<file path="config.mk">
export PLATFORM = sky130hd
export DESIGN_NAME = seg_scan_monitor
export DESIGN_NICKNAME = d
export VERILOG_FILES = /design/src/rtl/seg_scan_monitor.sv
export SDC_FILE = /design/constraint.sdc
export NUM_CORES = 1
export LEC_CHECK = 0
export ABC_AREA = 1
export CAP_MARGIN = 20
export CORE_MARGIN = 4
export CORE_UTILIZATION = 58
export DETAILED_ROUTE_END_ITERATION = 6
export PLACE_DENSITY = 0.9
export SYNTH_ARGS = -nofsm -noshare
export SYNTH_HDL_FRONTEND = slang
export SYNTH_SLANG_ARGS = --single-unit
</file>
<file path="constraint.sdc">
create_clock -name clk -period 2.2 [get_ports clk]
set_input_delay 0.33 -clock clk [delete_from_list [all_inputs] [get_ports clk]]
set_output_delay 0.33 -clock clk [all_outputs]
set_load 0.02 [all_outputs]
</file>
<file path="src/rtl/seg_scan_monitor.sv">
// ---------------------------------------------------------------------------
// seg_scan_monitor
//
// Passive receiver for a multiplexed 4-digit seven-segment bus. The scanned
// anode/cathode lines are synchronized. Each digit slot is sampled once it
// has been stable for SETTLE_CYCLES. The cathode pattern is decoded back to
// BCD, and the four digits are assembled into complete frames. Malformed
// scans are flagged: undecodable patterns, or more than one anode active.
// A stall flag shows that no valid digit has been seen for TIMEOUT_CYCLES.
//
// Optional feature: define SEG_SCAN_MONITOR_HEX_EN to decode the hex glyphs
// A,b,C,d,E,F as 4'hA..4'hF. Without the define, these glyphs are errors.
//
// Ports
//   clk          in   system clock
//   RESET_N      in   asynchronous active-low reset
//   anode[3:0]   in   active-low digit enables, anode[0] = rightmost digit
//   cathode[6:0] in   active-low segments {g,f,e,d,c,b,a}
//   clear_err    in   synchronous clear of the sticky error flags
//   frame[15:0]  out  last complete frame, digit i in frame[4i+3:4i]
//   blank[3:0]   out  per digit: slot was all segments off in last frame
//   frame_done   out  one-cycle pulse when frame/blank update
//   err_pattern  out  sticky: undecodable cathode pattern sampled
//   err_anode    out  sticky: more than one anode low when sampled
//   stall        out  no valid sample for TIMEOUT_CYCLES
// ---------------------------------------------------------------------------
module seg_scan_monitor #(
  parameter int SETTLE_CYCLES  = 16,
  parameter int TIMEOUT_CYCLES = 1000000
) (
  input  logic        clk,
  input  logic        RESET_N,
  input  logic [3:0]  anode,
  input  logic [6:0]  cathode,
  input  logic        clear_err,
  output logic [15:0] frame,
  output logic [3:0]  blank,
  output logic        frame_done,
  output logic        err_pattern,
  output logic        err_anode,
  output logic        stall
);

  localparam int SW = $clog2(SETTLE_CYCLES + 1);
  localparam int TW = $clog2(TIMEOUT_CYCLES + 1);
  localparam logic [SW-1:0] SETTLE_MAX  = SW'(SETTLE_CYCLES);
  localparam logic [SW-1:0] SETTLE_LAST = SW'(SETTLE_CYCLES - 1);
  localparam logic [TW-1:0] TIMEOUT_MAX = TW'(TIMEOUT_CYCLES);

  typedef struct packed {
    logic       err;
    logic       blank;
    logic [3:0] value;
  } decode_t;

  // Cathode pattern to digit value. Lit segments are 0.
  function automatic decode_t decode_seg(input logic [6:0] seg);
    decode_t d;
    d = '{err: 1'b0, blank: 1'b0, value: 4'h0};
    case (seg)
      7'b1000000: d.value = 4'h0;
      7'b1111001: d.value = 4'h1;
      7'b0100100: d.value = 4'h2;
      7'b0110000: d.value = 4'h3;
      7'b0011001: d.value = 4'h4;
      7'b0010010: d.value = 4'h5;
      7'b0000010: d.value = 4'h6;
      7'b1111000: d.value = 4'h7;
      7'b0000000: d.value = 4'h8;
      7'b0010000: d.value = 4'h9;
      7'b1111111: d.blank = 1'b1;
`ifdef SEG_SCAN_MONITOR_HEX_EN
      7'b0001000: d.value = 4'hA;
      7'b0000011: d.value = 4'hB;
      7'b1000110: d.value = 4'hC;
      7'b0100001: d.value = 4'hD;
      7'b0000110: d.value = 4'hE;
      7'b0001110: d.value = 4'hF;
`endif
      default:    d.err   = 1'b1;
    endcase
    return d;
  endfunction

  // -------------------------------------------------------------------------
  // Input synchronizers. They idle at all ones, which means no digit enabled
  // and all segments off.
  // -------------------------------------------------------------------------
  logic [10:0] sync1_q, sync2_q, prev_q;

  // NOTE: Sequential state uses only non-blocking assignments. Every register
  //       then updates from its pre-edge values, whatever the order of the
  //       process blocks.
  always_ff @(posedge clk or negedge RESET_N) begin
    if (!RESET_N) begin
      sync1_q <= '1;
      sync2_q <= '1;
      prev_q  <= '1;
    end else begin
      sync1_q <= {anode, cathode};
      sync2_q <= sync1_q;
      prev_q  <= sync2_q;
    end
  end

  logic [3:0] anode_s;
  logic [6:0] cath_s;
  assign anode_s = sync2_q[10:7];
  assign cath_s  = sync2_q[6:0];

  // -------------------------------------------------------------------------
  // Settle counter. The sample event fires only on the cycle the counter
  // steps from SETTLE-1 to SETTLE. Saturation then keeps it quiet for the
  // rest of the stable period.
  // -------------------------------------------------------------------------
  logic [SW-1:0] settle_q, settle_d;
  logic          changed, sample_evt;

  assign changed    = (sync2_q != prev_q);
  assign sample_evt = !changed && (settle_q == SETTLE_LAST);

  always_comb begin
    // NOTE: Every combinational output gets a default first. Without it, a
    //       path that does not assign the output would infer a latch.
    settle_d = settle_q;
    if (changed)                      settle_d = '0;
    else if (settle_q != SETTLE_MAX)  settle_d = settle_q + SW'(1);
  end

  // -------------------------------------------------------------------------
  // Classify the sample event.
  // -------------------------------------------------------------------------
  logic       one_low, multi_low;
  logic [1:0] slot;
  decode_t    dec;

  always_comb begin
    one_low = 1'b1;
    slot    = 2'd0;
    case (anode_s)
      4'b1110: slot = 2'd0;
      4'b1101: slot = 2'd1;
      4'b1011: slot = 2'd2;
      4'b0111: slot = 2'd3;
      default: one_low = 1'b0;
    endcase
  end

  assign multi_low = !one_low && (anode_s != 4'b1111);
  assign dec       = decode_seg(cath_s);

  logic valid_evt, pattern_evt, anode_evt;
  assign valid_evt   = sample_evt && one_low;
  assign pattern_evt = valid_evt && dec.err;
  assign anode_evt   = sample_evt && multi_low;

  // -------------------------------------------------------------------------
  // Working digits and frame assembly. Once seen is full, the next cycle
  // publishes the frame and restarts seen.
  // -------------------------------------------------------------------------
  logic [3:0][3:0] work_q;
  logic [3:0]      wblank_q, seen_q, seen_d;
  logic [15:0]     frame_q;
  logic [3:0]      blank_q;
  logic            frame_done_q, publish;

  assign publish = (seen_q == 4'b1111);

  always_comb begin
    seen_d = publish ? 4'b0000 : seen_q;
    if (valid_evt) seen_d[slot] = 1'b1;
  end

  // NOTE: The working-digit storage is reset along with the control state.
  //       It is small, and a reset keeps X out of a partially scanned frame.
  always_ff @(posedge clk or negedge RESET_N) begin
    if (!RESET_N) begin
      work_q       <= '0;
      wblank_q     <= '0;
      seen_q       <= '0;
      frame_q      <= '0;
      blank_q      <= '0;
      frame_done_q <= 1'b0;
    end else begin
      seen_q       <= seen_d;
      frame_done_q <= publish;
      if (publish) begin
        frame_q <= work_q;
        blank_q <= wblank_q;
      end
      if (valid_evt) begin
        work_q[slot]   <= dec.value;
        wblank_q[slot] <= dec.blank;
      end
    end
  end

  // -------------------------------------------------------------------------
  // Timeout and sticky errors. If clear_err arrives with a new error, the
  // error is kept.
  // -------------------------------------------------------------------------
  logic [TW-1:0] to_q, to_d;
  logic          stall_q, err_pattern_q, err_anode_q;

  always_comb begin
    to_d = to_q;
    if (valid_evt)               to_d = '0;
    else if (to_q != TIMEOUT_MAX) to_d = to_q + TW'(1);
  end

  always_ff @(posedge clk or negedge RESET_N) begin
    if (!RESET_N) begin
      settle_q      <= '0;
      to_q          <= '0;
      stall_q       <= 1'b0;
      err_pattern_q <= 1'b0;
      err_anode_q   <= 1'b0;
    end else begin
      settle_q <= settle_d;
      to_q     <= to_d;
      stall_q  <= (to_d == TIMEOUT_MAX);
      if (pattern_evt)    err_pattern_q <= 1'b1;
      else if (clear_err) err_pattern_q <= 1'b0;
      if (anode_evt)      err_anode_q   <= 1'b1;
      else if (clear_err) err_anode_q   <= 1'b0;
    end
  end

  assign frame       = frame_q;
  assign blank       = blank_q;
  assign frame_done  = frame_done_q;
  assign err_pattern = err_pattern_q;
  assign err_anode   = err_anode_q;
  assign stall       = stall_q;

endmodule

</file>
==> results.md <==
* Run status: finished clean
* First-pass GRT wire length at 15,630 um
* Number of synthesized flops with an enable pin at 0
* Power Dens Cells at approximately 600 nW/um^2
* Synth cell count leaders: nand2_1 (119), inv_1 (92), dfrtp_1 (73), nor2_1 (63), dfstp_2 (33)
* Starting density of the core at roughly 60%
* DP Worst Slack at about 0.094 ns
* Initial antenna violation count at 0
* Critical Path RT at 2.48 ns
* Sequential cell area at 2694 um^2
* Post-layout net count at 602
* Hold Path Class: in -> reg
* Met3 wire len at between 400 and 500 um
* Routed wire length on met2 at ~4600 um
* Synth top area share at roughly two fifths
* Worst hold slack at approximately 0.36 ns
* Die area at ~9600 um^2
* CP max FO at 11
* Fmax at 503.2 MHz
* Top FF cell, synth: dfrtp_1
* Final WS setup at ~0.21 ns
* Vias per inst at between 5 and 6
* Slew Viols, Final at 0
* Clk pin slew, worst setup/hold paths at around 0.10 ns
* Lkg Pwr at around 2.6 nW
* Mean routed wirelength per cell at between 10 and 15 um
* Slowest CP cell: dfstp_2
* Synth area leader: dfrtp_1
* H-tree depth at 3
* RePlAce Congestion at just under 0.9
* Worst path max stage delay at about 0.6 ns
* Rows at 32
* Tcrit/Tclk final at 90.33%
* Startpoint types: flip-flop
* TritonCTS buffer count at 9
* Yosys warnings at 0
* Final setup viols at 0
* Grt ovf at 0
* RSZ-0062 raised after global routing: false
* CP Cell Sequence: nand2_1 > nor3_2 > nor2_1 > nand2_1 > nand4_4 > nor3_2 > buf_4 > nand2_1 > o21ai_0
* Die span in y at 97.87 um
* Crit path arrival time at approximately 2.3 ns
* Vias in the first global route at about 3,500
* Setup tns final at 0 ns
* Worst vdd ir at between 0.5 and 0.6 mV
* DIE WIDTH at roughly 100 um
* Relative slew slack at 60.01%
* I/O pin cnt at 38
* Mean Syn Cell Area at about 9 um^2
* Yosys cell types at 35
* Metal1 wirelength at 3926 um
* Footprint of the multi-input gates at ~1600 um^2
* Gr usage total at 20.01%
* Port Buffers at 37
* Gate Count Post-Synth at 530
* Count leader, synth: nand2_1
* Most numerous cell on the critical path: nand2_1
* CP Capture Type: flip-flop
* Area grow syn2layout at 16.27%
* Synth Net Count at ~550
* Clock Sinks at roughly 110
* CP top delay family: simple AND/OR/NAND/NOR gates
* Post-synthesis register bit count at between 100 and 150
* DRC viols at 0
* Vias at about 3,600
* Async set-or-reset flop fraction in the synthesized netlist at between 90% and 100%
* CTS tree: built
* Cell Area, Synth at roughly 4700 um^2
* Critical path class: reg -> reg
* Clock root buffer master: clkbuf_8
* Buf/Inv on CP at 1
* DRT Wirelength at between 9000 and 10,000 um
* Filler instances at 591
* Core area at between 7000 and 8000 um^2
* Total Power at about 3.2 mW
* DR top layer: met4
* Worst-Skew Late Latency at about 0.36 ns
* Layout Skew at 0.01016 ns
* Largest net degree at the start of global routing at 50
* Maximum buffer depth of the clock tree at 2
* Final Hold Fails at 0
* Final antenna-violating net count at 0
* Diode count at 0
* Share of layout cells above drive strength 1 at between 10% and 20%
* Final Critical Period at slightly below 2 ns
* Post-DP HPWL at roughly 6600 um
* Max-cap violation count at 0
* Register area share after synthesis at between 50% and 60%
* DR iter-0 viols at roughly 170
* Top post-synthesis cells by area: dfrtp_1 (39%), dfstp_2 (19%), nand2_1 (9.5%)
* First-pass DRT Iterations at 5
* Actual slew at the worst max-slew pin at 0.5944 ns
==> worst reg2reg max path, delay by kind of cell, from the launching register on <==
kind                   cells  cell delay [ns]
AOI/OAI and AO/OA          1             0.09
buffers and inverters      1             0.21
DFF                        1             0.60
and+or+nand+nor            7             1.02
==> per-layer routing <==
metal	vias to the layer above	GRT usage, %
met5	-	0
met4	0	5.964
met3	16	5.357
met2	87	33.19
met1	1723	25.93
li1	1750	-
==> state kept, by name, summed over array words and instances, names as in the netlist <==
name         flops
to_q            20
frame_done       1
sync2_q         11
prev_q          11
stall            1
err_pattern      1
work_q          16
settle_q         5
sync1_q         11
err_anode        1
seen_q           4
wblank_q         4
frame           16
blank            4
==> area by class of cell <==
cell class / count / share of cell area (%)
clock buffer: 10 / 2.343
clock inverter: 6 / 0.8959
inverter: 95 / 6.547
multi-input combinational: 322 / 29.73
sequential: 106 / 49.46
tap: 102 / 2.343
timing repair buffer: 49 / 8.684
==> layout by cell type, fill, tap and decap left out, types with 2 or more instances in the layout <==
cell	Yosys	layout
xnor2_1	7	7
nor2_1	63	62
inv_1	92	92
nand3_1	25	25
nor3_2	3	3
mux2_2	3	3
nor3_1	10	10
dfrtp_1	73	73
and2_1	2	2
dfstp_2	33	33
nor2_2	5	5
o21ai_0	24	24
nand4_1	6	6
nand3b_1	2	2
ha_1	5	5
inv_2	3	3
nor2_4	1	2
nor4_1	2	2
o22ai_1	4	4
nand2_1	119	119
inv_6	0	2
buf_4	0	11
xor2_1	10	10
clkdlybuf4s50_1	0	36
a21oi_1	20	20
clkbuf_8	0	9
==> cells by family (layout without fill, tap and decap cells) <==
| family | Yosys count | in the layout | share of synthesized area (%) |
|---|---|---|---|
| compound gates | 54 | 54 | 6.143 |
| xor+xnor | 17 | 17 | 3.178 |
| fa+ha+maj | 5 | 5 | 1.335 |
| buf+inv | 103 | 160 | 8.547 |
| flops | 106 | 106 | 57.51 |
| mux | 3 | 3 | 0.7211 |
| simple gates | 242 | 243 | 22.57 |
==> final timing paths <==
path	slack, ns	end	cells after the start	startpoint
worst max-delay path	0.21	work_q[11]	9	sync2_q[7]
worst min-delay path	0.36	sync1_q[6]	1	cathode[6]
worst max register to register	0.21	work_q[11]	9	sync2_q[7]
worst min register to register	0.36	sync2_q[4]	0	sync1_q[4]
max in group asynchronous	1.05	prev_q[5]	3	RESET_N
min in group asynchronous	0.48	settle_q[0]	2	RESET_N
==> power breakdown <==
group          switching (mW)  internal, mW  leakage [nW]  total (mW)
sequential             0.0242          2.00          1.35        2.03
clock                   0.660         0.429        0.0935        1.09
combinational          0.0808        0.0485          1.20       0.129
==> metrics by stage <==
stage               std cells  utilization [%]  instance area [um^2]
detailed placement        670            66.92                  5225
CTS                       687            69.31                  5411
floorplan                 530                -                  4684
finish                    690            69.76                  5446
global placement          670            66.92                  5225
global route              690            69.76                  5446
==> repair_timing <==
item | CTS | global route
gates resized for setup | 0 | 2
hold buffers | 1 | 0
setup buffers | 0 | 2
endpoints found under the setup margin | 0 | 17
endpoints found under the hold margin | 18 | 0
Power figures use the tool's default switching activity.
